===== src/rtl/alu_seq_if.sv =====
// ---------------------------------------------------------------------------
// alu_seq_if
//
// Bundles the operand side and result side of alu_seq into one interface.
//
// Handshake: a transfer happens on a rising clock edge when valid and ready
// are both high on that edge. The producer holds its payload stable while
// valid is high and ready is low. The same rule applies to
// in_valid/in_ready (operands) and to out_valid/out_ready (result).
//
// Signals (WIDTH = operand/result width):
//   in_valid, op[3:0], a, b   operand request from the fetch stage
//   in_ready                  ALU can take a request this cycle
//   out_valid                 result register holds an unconsumed result
//   out_ready                 writeback takes the result this cycle
//   result, cout, zero,
//   overflow, err             registered result and flags
//   busy                      iterative multiply in progress
//
// Modports:
//   master - the side that drives operands and consumes results
//   slave  - the ALU itself
// ---------------------------------------------------------------------------
interface alu_seq_if #(
    parameter int WIDTH = 32
);
    logic             in_valid;
    logic             in_ready;
    logic [3:0]       op;
    logic [WIDTH-1:0] a;
    logic [WIDTH-1:0] b;
    logic             out_valid;
    logic             out_ready;
    logic [WIDTH-1:0] result;
    logic             cout;
    logic             zero;
    logic             overflow;
    logic             err;
    logic             busy;

    modport master (
        output in_valid, op, a, b, out_ready,
        input  in_ready, out_valid, result, cout, zero, overflow, err, busy
    );

    modport slave (
        input  in_valid, op, a, b, out_ready,
        output in_ready, out_valid, result, cout, zero, overflow, err, busy
    );
endinterface


===== src/rtl/alu_seq.sv =====
// ---------------------------------------------------------------------------
// alu_seq
//
// Registered WIDTH-bit ALU sitting between operand fetch and writeback.
// Op set: 0 ADD, 1 SUB, 2 XOR, 3 SLT, 4 AND, 5 NAND, 6 NOR, 7 OR,
//         8 MUL (optional), everything else illegal (result 0, err 1).
// Single-cycle ops write the one-entry output register on the accepting
// edge. MUL runs a WIDTH-step shift-add and writes the register on its
// last step.
//
// Optional feature macro: ALU_SEQ_MUL_EN
//   defined   - op 8 is an unsigned multiply (low half to result, overflow
//               set when the high half is nonzero); the FSM has a MUL state.
//   undefined - no multiplier hardware; op 8 is illegal and busy is 0.
//
// Ports:
//   clk        rising-edge clock
//   rst_n      asynchronous active-low reset
//   bus        alu_seq_if.slave (handshakes, operands, result, flags, busy)
//   state_dbg  current FSM state (0 IDLE, 1 MUL) for observation
//
// Handshake: a transfer occurs on a rising edge when valid && ready. Inputs
// a, b and op are sampled only on an accepting edge. The result and flags
// stay stable while out_valid && !out_ready.
// ---------------------------------------------------------------------------
module alu_seq #(
    parameter int WIDTH = 32
) (
    input  logic     clk,
    input  logic     rst_n,
    alu_seq_if.slave bus,
    output logic     state_dbg
);

    localparam logic [3:0] OP_ADD  = 4'd0;
    localparam logic [3:0] OP_SUB  = 4'd1;
    localparam logic [3:0] OP_XOR  = 4'd2;
    localparam logic [3:0] OP_SLT  = 4'd3;
    localparam logic [3:0] OP_AND  = 4'd4;
    localparam logic [3:0] OP_NAND = 4'd5;
    localparam logic [3:0] OP_NOR  = 4'd6;
    localparam logic [3:0] OP_OR   = 4'd7;
`ifdef ALU_SEQ_MUL_EN
    localparam logic [3:0] OP_MUL  = 4'd8;
    localparam int         CW      = $clog2(WIDTH) + 1;
`endif

`ifdef ALU_SEQ_MUL_EN
    typedef enum logic [0:0] {IDLE = 1'b0, MUL = 1'b1} state_t;
`else
    typedef enum logic [0:0] {IDLE = 1'b0} state_t;
`endif

    state_t state;
    state_t state_n;

    // Output register contents.
    logic             out_valid_q;
    logic [WIDTH-1:0] result_q;
    logic             cout_q;
    logic             zero_q;
    logic             overflow_q;
    logic             err_q;

    logic in_ready_i;
    logic accept;
    logic start_mul;
    logic write_single;

    // ------------------------------------------------------------------
    // Handshake. in_ready is forced low during reset so nothing upstream
    // sees a ready window while the block is being cleared.
    // ------------------------------------------------------------------
    assign in_ready_i = rst_n && (state == IDLE) && (!out_valid_q || bus.out_ready);
    assign accept     = bus.in_valid && in_ready_i;

`ifdef ALU_SEQ_MUL_EN
    assign start_mul = accept && (bus.op == OP_MUL);
`else
    assign start_mul = 1'b0;
`endif
    assign write_single = accept && !start_mul;

    // ------------------------------------------------------------------
    // Single-cycle datapath. SUB and SLT share the adder with b inverted
    // and a carry-in of one.
    // ------------------------------------------------------------------
    logic             is_sub;
    logic [WIDTH-1:0] b_eff;
    logic [WIDTH:0]   sum;
    logic             sum_ovf;

    assign is_sub  = (bus.op == OP_SUB) || (bus.op == OP_SLT);
    assign b_eff   = is_sub ? ~bus.b : bus.b;
    assign sum     = {1'b0, bus.a} + {1'b0, b_eff} + {{WIDTH{1'b0}}, is_sub};
    // Signed overflow: operands agree in sign but the sum does not.
    assign sum_ovf = (bus.a[WIDTH-1] == b_eff[WIDTH-1]) &&
                     (sum[WIDTH-1] != bus.a[WIDTH-1]);

    logic [WIDTH-1:0] alu_res;
    logic             alu_cout;
    logic             alu_ovf;
    logic             alu_err;

    always_comb begin
        alu_res  = '0;
        alu_cout = 1'b0;
        alu_ovf  = 1'b0;
        alu_err  = 1'b0;
        case (bus.op)
            OP_ADD, OP_SUB: begin
                alu_res  = sum[WIDTH-1:0];
                alu_cout = sum[WIDTH];
                alu_ovf  = sum_ovf;
            end
            OP_XOR:  alu_res = bus.a ^ bus.b;
            // Signed less-than: sign of the difference, corrected when
            // the subtraction overflowed.
            OP_SLT:  alu_res = {{(WIDTH-1){1'b0}}, sum[WIDTH-1] ^ sum_ovf};
            OP_AND:  alu_res = bus.a & bus.b;
            OP_NAND: alu_res = ~(bus.a & bus.b);
            OP_NOR:  alu_res = ~(bus.a | bus.b);
            OP_OR:   alu_res = bus.a | bus.b;
            // Illegal ops (and MUL, which never uses this path when the
            // multiplier is built).
            default: alu_err = 1'b1;
        endcase
    end

`ifdef ALU_SEQ_MUL_EN
    // ------------------------------------------------------------------
    // Shift-add multiplier. acc starts as {0, b}; each step adds a to the
    // upper half when the current low bit of the multiplier is set, then
    // shifts the whole accumulator right by one. After WIDTH steps acc
    // holds the full 2*WIDTH-bit product.
    // ------------------------------------------------------------------
    logic [WIDTH-1:0]   a_q;
    logic [2*WIDTH-1:0] acc;
    logic [2*WIDTH-1:0] acc_next;
    logic [WIDTH:0]     hi_sum;
    logic [CW-1:0]      cnt;
    logic               mul_done;

    assign hi_sum   = {1'b0, acc[2*WIDTH-1:WIDTH]} +
                      (acc[0] ? {1'b0, a_q} : {(WIDTH+1){1'b0}});
    assign acc_next = {hi_sum, acc[WIDTH-1:1]};
    // cnt counts completed steps; the last step is the one where it
    // reads WIDTH-1, so it never needs to reach WIDTH.
    assign mul_done = (state == MUL) && (cnt == CW'(WIDTH - 1));

    always_ff @(posedge clk or negedge rst_n) begin
        if (!rst_n) begin
            a_q <= '0;
            acc <= '0;
            cnt <= '0;
        end else if (start_mul) begin
            a_q <= bus.a;
            acc <= {{WIDTH{1'b0}}, bus.b};
            cnt <= '0;
        end else if (state == MUL) begin
            acc <= acc_next;
            cnt <= cnt + CW'(1);
        end
    end
`endif

    // ------------------------------------------------------------------
    // FSM
    // ------------------------------------------------------------------
    always_ff @(posedge clk or negedge rst_n) begin
        if (!rst_n) begin
            state <= IDLE;
        end else begin
            state <= state_n;
        end
    end

    always_comb begin
        state_n = state;
        case (state)
`ifdef ALU_SEQ_MUL_EN
            IDLE:    if (start_mul) state_n = MUL;
            MUL:     if (mul_done)  state_n = IDLE;
`else
            IDLE:    state_n = IDLE;
`endif
            default: state_n = IDLE;
        endcase
    end

    // ------------------------------------------------------------------
    // Output register. Written on a single-cycle accept or on the final
    // multiply step; otherwise a consume simply clears out_valid. A MUL
    // accept frees the slot immediately, so out_valid is low while the
    // multiply runs.
    // ------------------------------------------------------------------
    always_ff @(posedge clk or negedge rst_n) begin
        if (!rst_n) begin
            out_valid_q <= 1'b0;
            result_q    <= '0;
            cout_q      <= 1'b0;
            zero_q      <= 1'b0;
            overflow_q  <= 1'b0;
            err_q       <= 1'b0;
        end else if (write_single) begin
            out_valid_q <= 1'b1;
            result_q    <= alu_res;
            cout_q      <= alu_cout;
            zero_q      <= (alu_res == '0);
            overflow_q  <= alu_ovf;
            err_q       <= alu_err;
`ifdef ALU_SEQ_MUL_EN
        end else if (mul_done) begin
            out_valid_q <= 1'b1;
            result_q    <= acc_next[WIDTH-1:0];
            cout_q      <= 1'b0;
            zero_q      <= (acc_next[WIDTH-1:0] == '0);
            overflow_q  <= |acc_next[2*WIDTH-1:WIDTH];
            err_q       <= 1'b0;
        end else if (start_mul) begin
            out_valid_q <= 1'b0;
`endif
        end else if (bus.out_ready) begin
            out_valid_q <= 1'b0;
        end
    end

    assign bus.in_ready  = in_ready_i;
    assign bus.out_valid = out_valid_q;
    assign bus.result    = result_q;
    assign bus.cout      = cout_q;
    assign bus.zero      = zero_q;
    assign bus.overflow  = overflow_q;
    assign bus.err       = err_q;
`ifdef ALU_SEQ_MUL_EN
    assign bus.busy      = (state == MUL);
`else
    assign bus.busy      = 1'b0;
`endif
    assign state_dbg     = state;

endmodule


===== src/flat_wrapper.sv =====
// flat-port wrapper written by rule: the top's interface ports become plain ports
module alu_seq_flat 
#(
    parameter int WIDTH = 32
)
  (clk, rst_n, state_dbg, bus_in_valid, bus_op, bus_a, bus_b, bus_out_ready, bus_in_ready, bus_out_valid, bus_result, bus_cout, bus_zero, bus_overflow, bus_err, bus_busy);
  alu_seq_if #(.WIDTH(WIDTH)) bus_i ();
  input  logic clk;
  input  logic rst_n;
  output logic state_dbg;
  input wire logic [$bits(bus_i.in_valid)-1:0] bus_in_valid;
  input wire logic [$bits(bus_i.op)-1:0] bus_op;
  input wire logic [$bits(bus_i.a)-1:0] bus_a;
  input wire logic [$bits(bus_i.b)-1:0] bus_b;
  input wire logic [$bits(bus_i.out_ready)-1:0] bus_out_ready;
  output wire logic [$bits(bus_i.in_ready)-1:0] bus_in_ready;
  output wire logic [$bits(bus_i.out_valid)-1:0] bus_out_valid;
  output wire logic [$bits(bus_i.result)-1:0] bus_result;
  output wire logic [$bits(bus_i.cout)-1:0] bus_cout;
  output wire logic [$bits(bus_i.zero)-1:0] bus_zero;
  output wire logic [$bits(bus_i.overflow)-1:0] bus_overflow;
  output wire logic [$bits(bus_i.err)-1:0] bus_err;
  output wire logic [$bits(bus_i.busy)-1:0] bus_busy;
  assign bus_i.in_valid = bus_in_valid;
  assign bus_i.op = bus_op;
  assign bus_i.a = bus_a;
  assign bus_i.b = bus_b;
  assign bus_i.out_ready = bus_out_ready;
  assign bus_in_ready = bus_i.in_ready;
  assign bus_out_valid = bus_i.out_valid;
  assign bus_result = bus_i.result;
  assign bus_cout = bus_i.cout;
  assign bus_zero = bus_i.zero;
  assign bus_overflow = bus_i.overflow;
  assign bus_err = bus_i.err;
  assign bus_busy = bus_i.busy;
  alu_seq #(.WIDTH(WIDTH)) u_core (.clk(clk), .rst_n(rst_n), .bus(bus_i), .state_dbg(state_dbg));
endmodule

===== config.mk =====
export PLATFORM = sky130hd
export DESIGN_NAME = alu_seq_flat
export DESIGN_NICKNAME = d
export VERILOG_FILES = /design/src/rtl/alu_seq_if.sv /design/src/rtl/alu_seq.sv /design/src/flat_wrapper.sv
export SDC_FILE = /design/constraint.sdc
export NUM_CORES = 1
export LEC_CHECK = 0
export BUFFER_PORTS_ARGS = -buffer_cell sky130_fd_sc_hd__buf_2
export CAP_MARGIN = 0
export CORE_UTILIZATION = 48
export DETAILED_ROUTE_END_ITERATION = 8
export MAX_ROUTING_LAYER = met4
export PLACE_DENSITY = 0.74
export SYNTH_ARGS = -nofsm -noshare
export SYNTH_HDL_FRONTEND = slang
export SYNTH_SLANG_ARGS = --single-unit

===== constraint.sdc =====
create_clock -name clk -period 2.05 [get_ports clk]
set_input_delay 0.1025 -clock clk [delete_from_list [all_inputs] [get_ports clk]]
set_output_delay 0.1025 -clock clk [all_outputs]
set_load 0.005 [all_outputs]

Yosys cells after proc, flatten, opt, wreduce, memory -nomap -nowiden
Index checks and enable logic that the tools add are counted.
{"block": "totals", "elab_cells": 42, "ff_bits": 37}
{"block": "classes", "mux": 7, "eq_ne": 9, "addsub": 2, "n_bitwise": 7, "reduce_logical": 11}
{"op": "case mux 32 bit (7 select lines)", "count": 1}
{"op": "inverter 32 bit", "count": 3}
{"op": "adder 32 x 32 -> 33 bit", "count": 1}
{"op": "adder 33 x 1 -> 33 bit", "count": 1}
{"op": "bitwise AND 32 bit", "count": 1}
{"op": "logical NOT 32 bit", "count": 1}
{"op": "two-way mux 32 bit", "count": 1}
{"op": "bitwise OR 32 bit", "count": 1}
{"op": "bitwise XOR 32 bit", "count": 1}
{"op": "== test 4 x 3 -> 1 bit, second input constant", "count": 4}
{"op": "== test 4 x 2 -> 1 bit, second input constant", "count": 2}
{"op": "OR reduction 8 bit", "count": 1}
{"op": "two-way mux 1 bit", "count": 5}
{"op": "== test 4 x 1 -> 1 bit, second input constant", "count": 1}
{"op": "logical NOT 4 bit", "count": 1}
{"op": "logical AND 1 bit", "count": 3}
{"op": "logical OR 1 bit", "count": 2}
{"op": "nonzero test 2 bit", "count": 1}
{"op": "OR reduction 2 bit", "count": 1}
{"op": "== test 1 bit", "count": 1}
{"op": "logical NOT 1 bit", "count": 1}
{"op": "inequality test 1 bit", "count": 1}
{"op": "bitwise XOR 1 bit", "count": 1}

Longest topological paths before layout
{"block": "depth", "ltp_word": 10, "depth_mapped": 17, "depth_no_buf": 14}

Worst setup path before layout
Ideal clock, no wire load.
{"block": "synth_path", "kind": "input port to flip-flop", "from": "input bus_op[3]", "to": "register u_core.zero_q (netlist: u_core.bus.zero)", "cell_stages": 16, "t_required_ns": 1.947, "setup_slack_ns": -1.740, "setup_time_ns": 0.103, "arrival_time_ns": 3.687, "path_cell_list": "buf_2 -> nor3b_1 -> buf_6 -> clkbuf_1 -> xnor2_1 -> ha_1 -> a21oi_1 -> nand2_1 -> o311a_1 -> a2111o_1 -> a41oi_1 -> xor2_1 -> o21ai_1 -> nor4_1 -> nand4_1 -> o41ai_2"}
{"block": "synth_between", "elab_chain_cells": 10, "word_cells_on_any_way": 19, "cone_classes": "add/sub (2); eq/ne (9); mux (2); bitwise (1); reduce/logical (5)"}
{"element": "from (decl)", "line_no": "flat_wrapper.sv:12", "rtl": "input wire logic [$bits(bus_i.op)-1:0] bus_op;"}
{"element": "== test 4 x 1 -> 1 bit / == test 4 x 2 -> 1 bit (equally long branches)", "line_no": "alu_seq.sv:93, alu_seq.sv:110"}
{"element": "logical OR 1 bit", "line_no": "alu_seq.sv:93", "rtl": "assign is_sub = (bus.op == OP_SUB) || (bus.op == OP_SLT);"}
{"element": "two-way mux 32 bit", "line_no": "alu_seq.sv:94", "rtl": "assign b_eff = is_sub ? ~bus.b : bus.b;"}
{"element": "adder 32 x 32 -> 33 bit", "line_no": "alu_seq.sv:95", "rtl": "assign sum = {1'b0, bus.a} + {1'b0, b_eff} + {{WIDTH{1'b0}}, is_sub};"}
{"element": "adder 33 x 1 -> 33 bit", "line_no": "alu_seq.sv:95"}
{"element": "inequality test 1 bit", "line_no": "alu_seq.sv:98", "rtl": "(sum[WIDTH-1] != bus.a[WIDTH-1]);"}
{"element": "logical AND 1 bit", "line_no": "alu_seq.sv:97", "rtl": "assign sum_ovf = (bus.a[WIDTH-1] == b_eff[WIDTH-1]) &&"}
{"element": "bitwise XOR 1 bit", "line_no": "alu_seq.sv:119", "rtl": "OP_SLT: alu_res = {{(WIDTH-1){1'b0}}, sum[WIDTH-1] ^ sum_ovf};"}
{"element": "case mux 32 bit (7 select lines) *", "line_no": "alu_seq.sv:110", "rtl": "case (bus.op)"}
{"element": "logical NOT 32 bit *", "line_no": "alu_seq.sv:209", "rtl": "zero_q <= (alu_res == '0);"}
{"element": "to (signal assigned)", "line_no": "alu_seq.sv:209"}
{"element": "to (decl)", "line_no": "alu_seq.sv:61", "rtl": "logic zero_q;"}
Every way passes the cells marked *; elsewhere a longest branch is shown, timed or not.
A chain may end at the register's enable or synchronous reset.

Worst setup path after layout
Ends and elaborated chain as after synthesis.

==> impl_metrics.py <==
metrics = {
    "route": {
        "dr.pass1.iters": 9,
        "antenna_left": 0,
        "vias": 8150,
        "viasPerCell": 6.610,
        "wire_per_inst_um": 24.48,
        "drt_wl_total_um": 30180,
        "drc": 5,
        "drt_iter0_drc": 1260,
    },
    "cts": {
        "insertion_delay_ns": 0.29,
        "clk_pin_slew_ns": 0.06,
        "clock-root-buffer": "clkbuf_16",
        "clockBufferDepth": 2,
        "cts_tree": "built",
        "cts_buffers": 5,
        "cts_num_sinks": 37,
        "htreeDepth": 2,
    },
    "timing": {
        "worst_clock_skew_ns": 0.007052,
        "whs_ns": 0.2046,
        "max_slew_margin_pct": 51.57,
        "max_clock_freq_ghz": 0.2760,
        "rsz0062_at_grt": "true",
        "fin_setup_tns_ns": -31.08,
        "hold_viol_final": 0,
        "worstMarginPinSlew_ns": 0.7265,
        "setup_violations": 34,
        "drv_slew": 0,
        "fin_ws_ns": -1.574,
        "fin_crit_sh_pct": 176.8,
        "period_needed_ns": 3.624,
    },
    "place": {
        "place_ws_ns": -1.713,
        "io_buffers": 109,
        "finalWeightedCongestion": 0.9623,
        "hpwl_um": 15020,
        "placedCellCount": 1168,
    },
    "power": {
        "peakVddDrop_v": 0.0003294,
        "powerDensity_nw_per_um2": 521.8,
        "power.leakage_nw": 5.060,
    },
    "logic_synthesis": {
        "synth_area_leader_cell": "ha_1",
        "synthCells": 728,
        "ys_ff_latch": 37,
        "synth_edf_count": 0,
        "synthTopCellsByArea": "ha_1, dfrtp_1, xnor2_1",
        "synth_top_family_by_area": "compound AO/OA/AOI/OAI gates",
        "synth.area.mux_share_pct": 8.390,
        "ys_warn_count": 0,
        "synth-seq-area-share_pct": 15.68,
        "async_flop_share_pct": 100.0,
        "ys.flop_type": "dfrtp_1",
        "synth_compound_area_share_pct": 21.78,
        "synthSimpleGateAreaFrac_pct": 13.16,
        "yosysMostFrequentCell": "ha_1",
        "syn_avg_cell_area_um2": 8.112,
        "synthAdderAreaFrac_pct": 20.68,
        "yosys-top-cells-count": "ha_1, inv_1, xnor2_1, nand2_1, o21ai_0",
        "synth.distinct_cells": 77,
        "netlist_area_um2": 5906,
        "synth_xor_area_share_pct": 12.01,
        "synth.top_cell.area_share_pct": 20.34,
    },
    "critical_path": {
        "cp.arrival_ns": 3.82,
        "startpoint_type": "input pin",
        "worstPathRequired_ns": 2.24,
        "cp_slowest_cell": "or4b_4",
        "path_cells": "buf_6 -> nor3b_4 -> buf_12 -> buf_8 -> xnor2_2 -> ha_1 -> and3b_2 -> a221oi_2 -> o21bai_1 -> a21bo_1 -> xor2_1 -> a222oi_1 -> or4b_4 -> nor4_4 -> nand4_1 -> o41ai_2",
        "slowest_delay_ns": 0.55,
        "crit_path_end_kind": "register",
        "path_class": "in -> reg",
        "cp_max_fo": 5,
    },
    "floorplanning": {
        "core_area_um2": 12010,
        "start_util_pct": 49.17,
        "dieHeight_um": 112.9,
        "rows": 40,
        "dieArea_um2": 12750,
        "die_x_um": 112.9,
        "io_pins": 112,
    },
    "hold_path": {
        "hp-class": "in -> reg",
    },
    "global_route": {
        "track_usage_pct": 34.05,
        "antenna_found_initial": 1,
        "grt_pass1_wl_um": 33780,
        "grt_pass1_vias": 6944,
        "grt_remaining_overflow": 0,
        "grt_start_max_net_pins": 60,
    },
    "run_status": {
        "status": "finished with violations",
        "violations": "design-rule violations, negative setup slack",
    },
    "layout": {
        "filler_cell_count": 544,
        "fin_nets": 1253,
        "seqCellArea_um2": 925.9,
        "multiInputGateArea_um2": 5625,
        "drive_gt1_share_pct": 51.61,
        "fin_cells": 1233,
        "areaGrowthSynthToFinish_pct": 70.89,
    },
    "job": {
        "drv_cap": 0,
    },
}
[kinds of logic (layout without fill, tap and decap cells)]
kind of cell    after synthesis  in the layout
flops                        37             37
xor+xnor                     81             81
simple gates                153            153
fa+ha+maj                    97             97
compound gates              189            189
other cells                   1              3
buf+inv                     122            478
mux                          48             48
[layer usage]
metal  vias up  track usage (%)  wire [µm]
met5         -                -          0
met2       807            57.86      13380
met4         0            13.77       3044
met3       361            4.660       3550
li1       3289                -          -
met1      3693            40.73      10200
[through the flow]
step	area (µm²)	util, %	power (W)
after global routing	10090	84.02	0.005438
final	10090	84.02	0.005266
after CTS	9163	76.28	0.004378
after global placement	8342	69.45	0.003270
after detailed placement	8342	69.45	0.003336
after floorplan	6172	-	0.002246
[sequential cells by signal, summed over array words and instances, names as in the netlist]
signal and cells:
u_core.bus.cout 1, u_core.bus.overflow 1, u_core.bus.result 32, u_core.bus.err 1
u_core.bus.out_valid 1, u_core.bus.zero 1
[what timing repair did]
item,4_1_cts,5_1_grt
gates resized for setup,105,128
hold buffers,1,0
setup buffers,29,33
pin swaps,53,82
endpoints found under the setup margin,33,35
hold endpoints to repair,37,0
[cells in the final DEF (no fill, tap or decap), types with 20 or more instances in the layout]
cell,instances
buf_4,242
buf_2,106
ha_1,83
inv_1,74
xnor2_1,55
nand2_1,48
buf_6,38
dfrtp_1,37
mux2i_1,35
a21oi_1,21
o21ai_2,20
[area by class of cell]
| class | count | area share [%] |
|---|---|---|
| timing repair buffer | 395 | 29.04 |
| tap | 147 | 1.822 |
| clock inverter | 3 | 0.1736 |
| clock buffer | 5 | 1.240 |
| sequential | 37 | 9.174 |
| multi-input combinational | 570 | 55.74 |
| antenna | 1 | 0.02480 |
| inverter | 75 | 2.789 |
[worst max-delay path: cells and delay by family]
kind                       cells  cell delay (ns)
AOI/OAI and AO/OA              5             1.35
xor gates and xnor gates       2             0.28
adders and majority gates      1             0.26
buffers and inverters          3             0.38
and+or+nand+nor                5             1.42
[worst paths after layout]
| kind | end | slack (ns) | from | depth (start not counted) |
|---|---|---|---|---|
| min reg2reg | u_core.bus.result[17] | 0.48 | u_core.bus.result[17] | 2 |
| min in group asynchronous | u_core.bus.result[10] | 0.44 | rst_n | 3 |
| max | u_core.bus.zero | -1.57 | bus_op[3] | 16 |
| min | u_core.bus.out_valid | 0.20 | bus_out_ready | 4 |
| max in group asynchronous | u_core.bus.cout | 1.25 | rst_n | 3 |
| max reg2reg | u_core.bus.zero | -0.43 | u_core.bus.out_valid | 10 |
[power breakdown]
group          internal, W  leakage [nW]  switching [W]
sequential        0.000851         0.484      0.0000770
clock             0.000446        0.0696       0.000331
combinational      0.00173          4.51        0.00183
No activity file was read; power rests on OpenSTA's default activity.
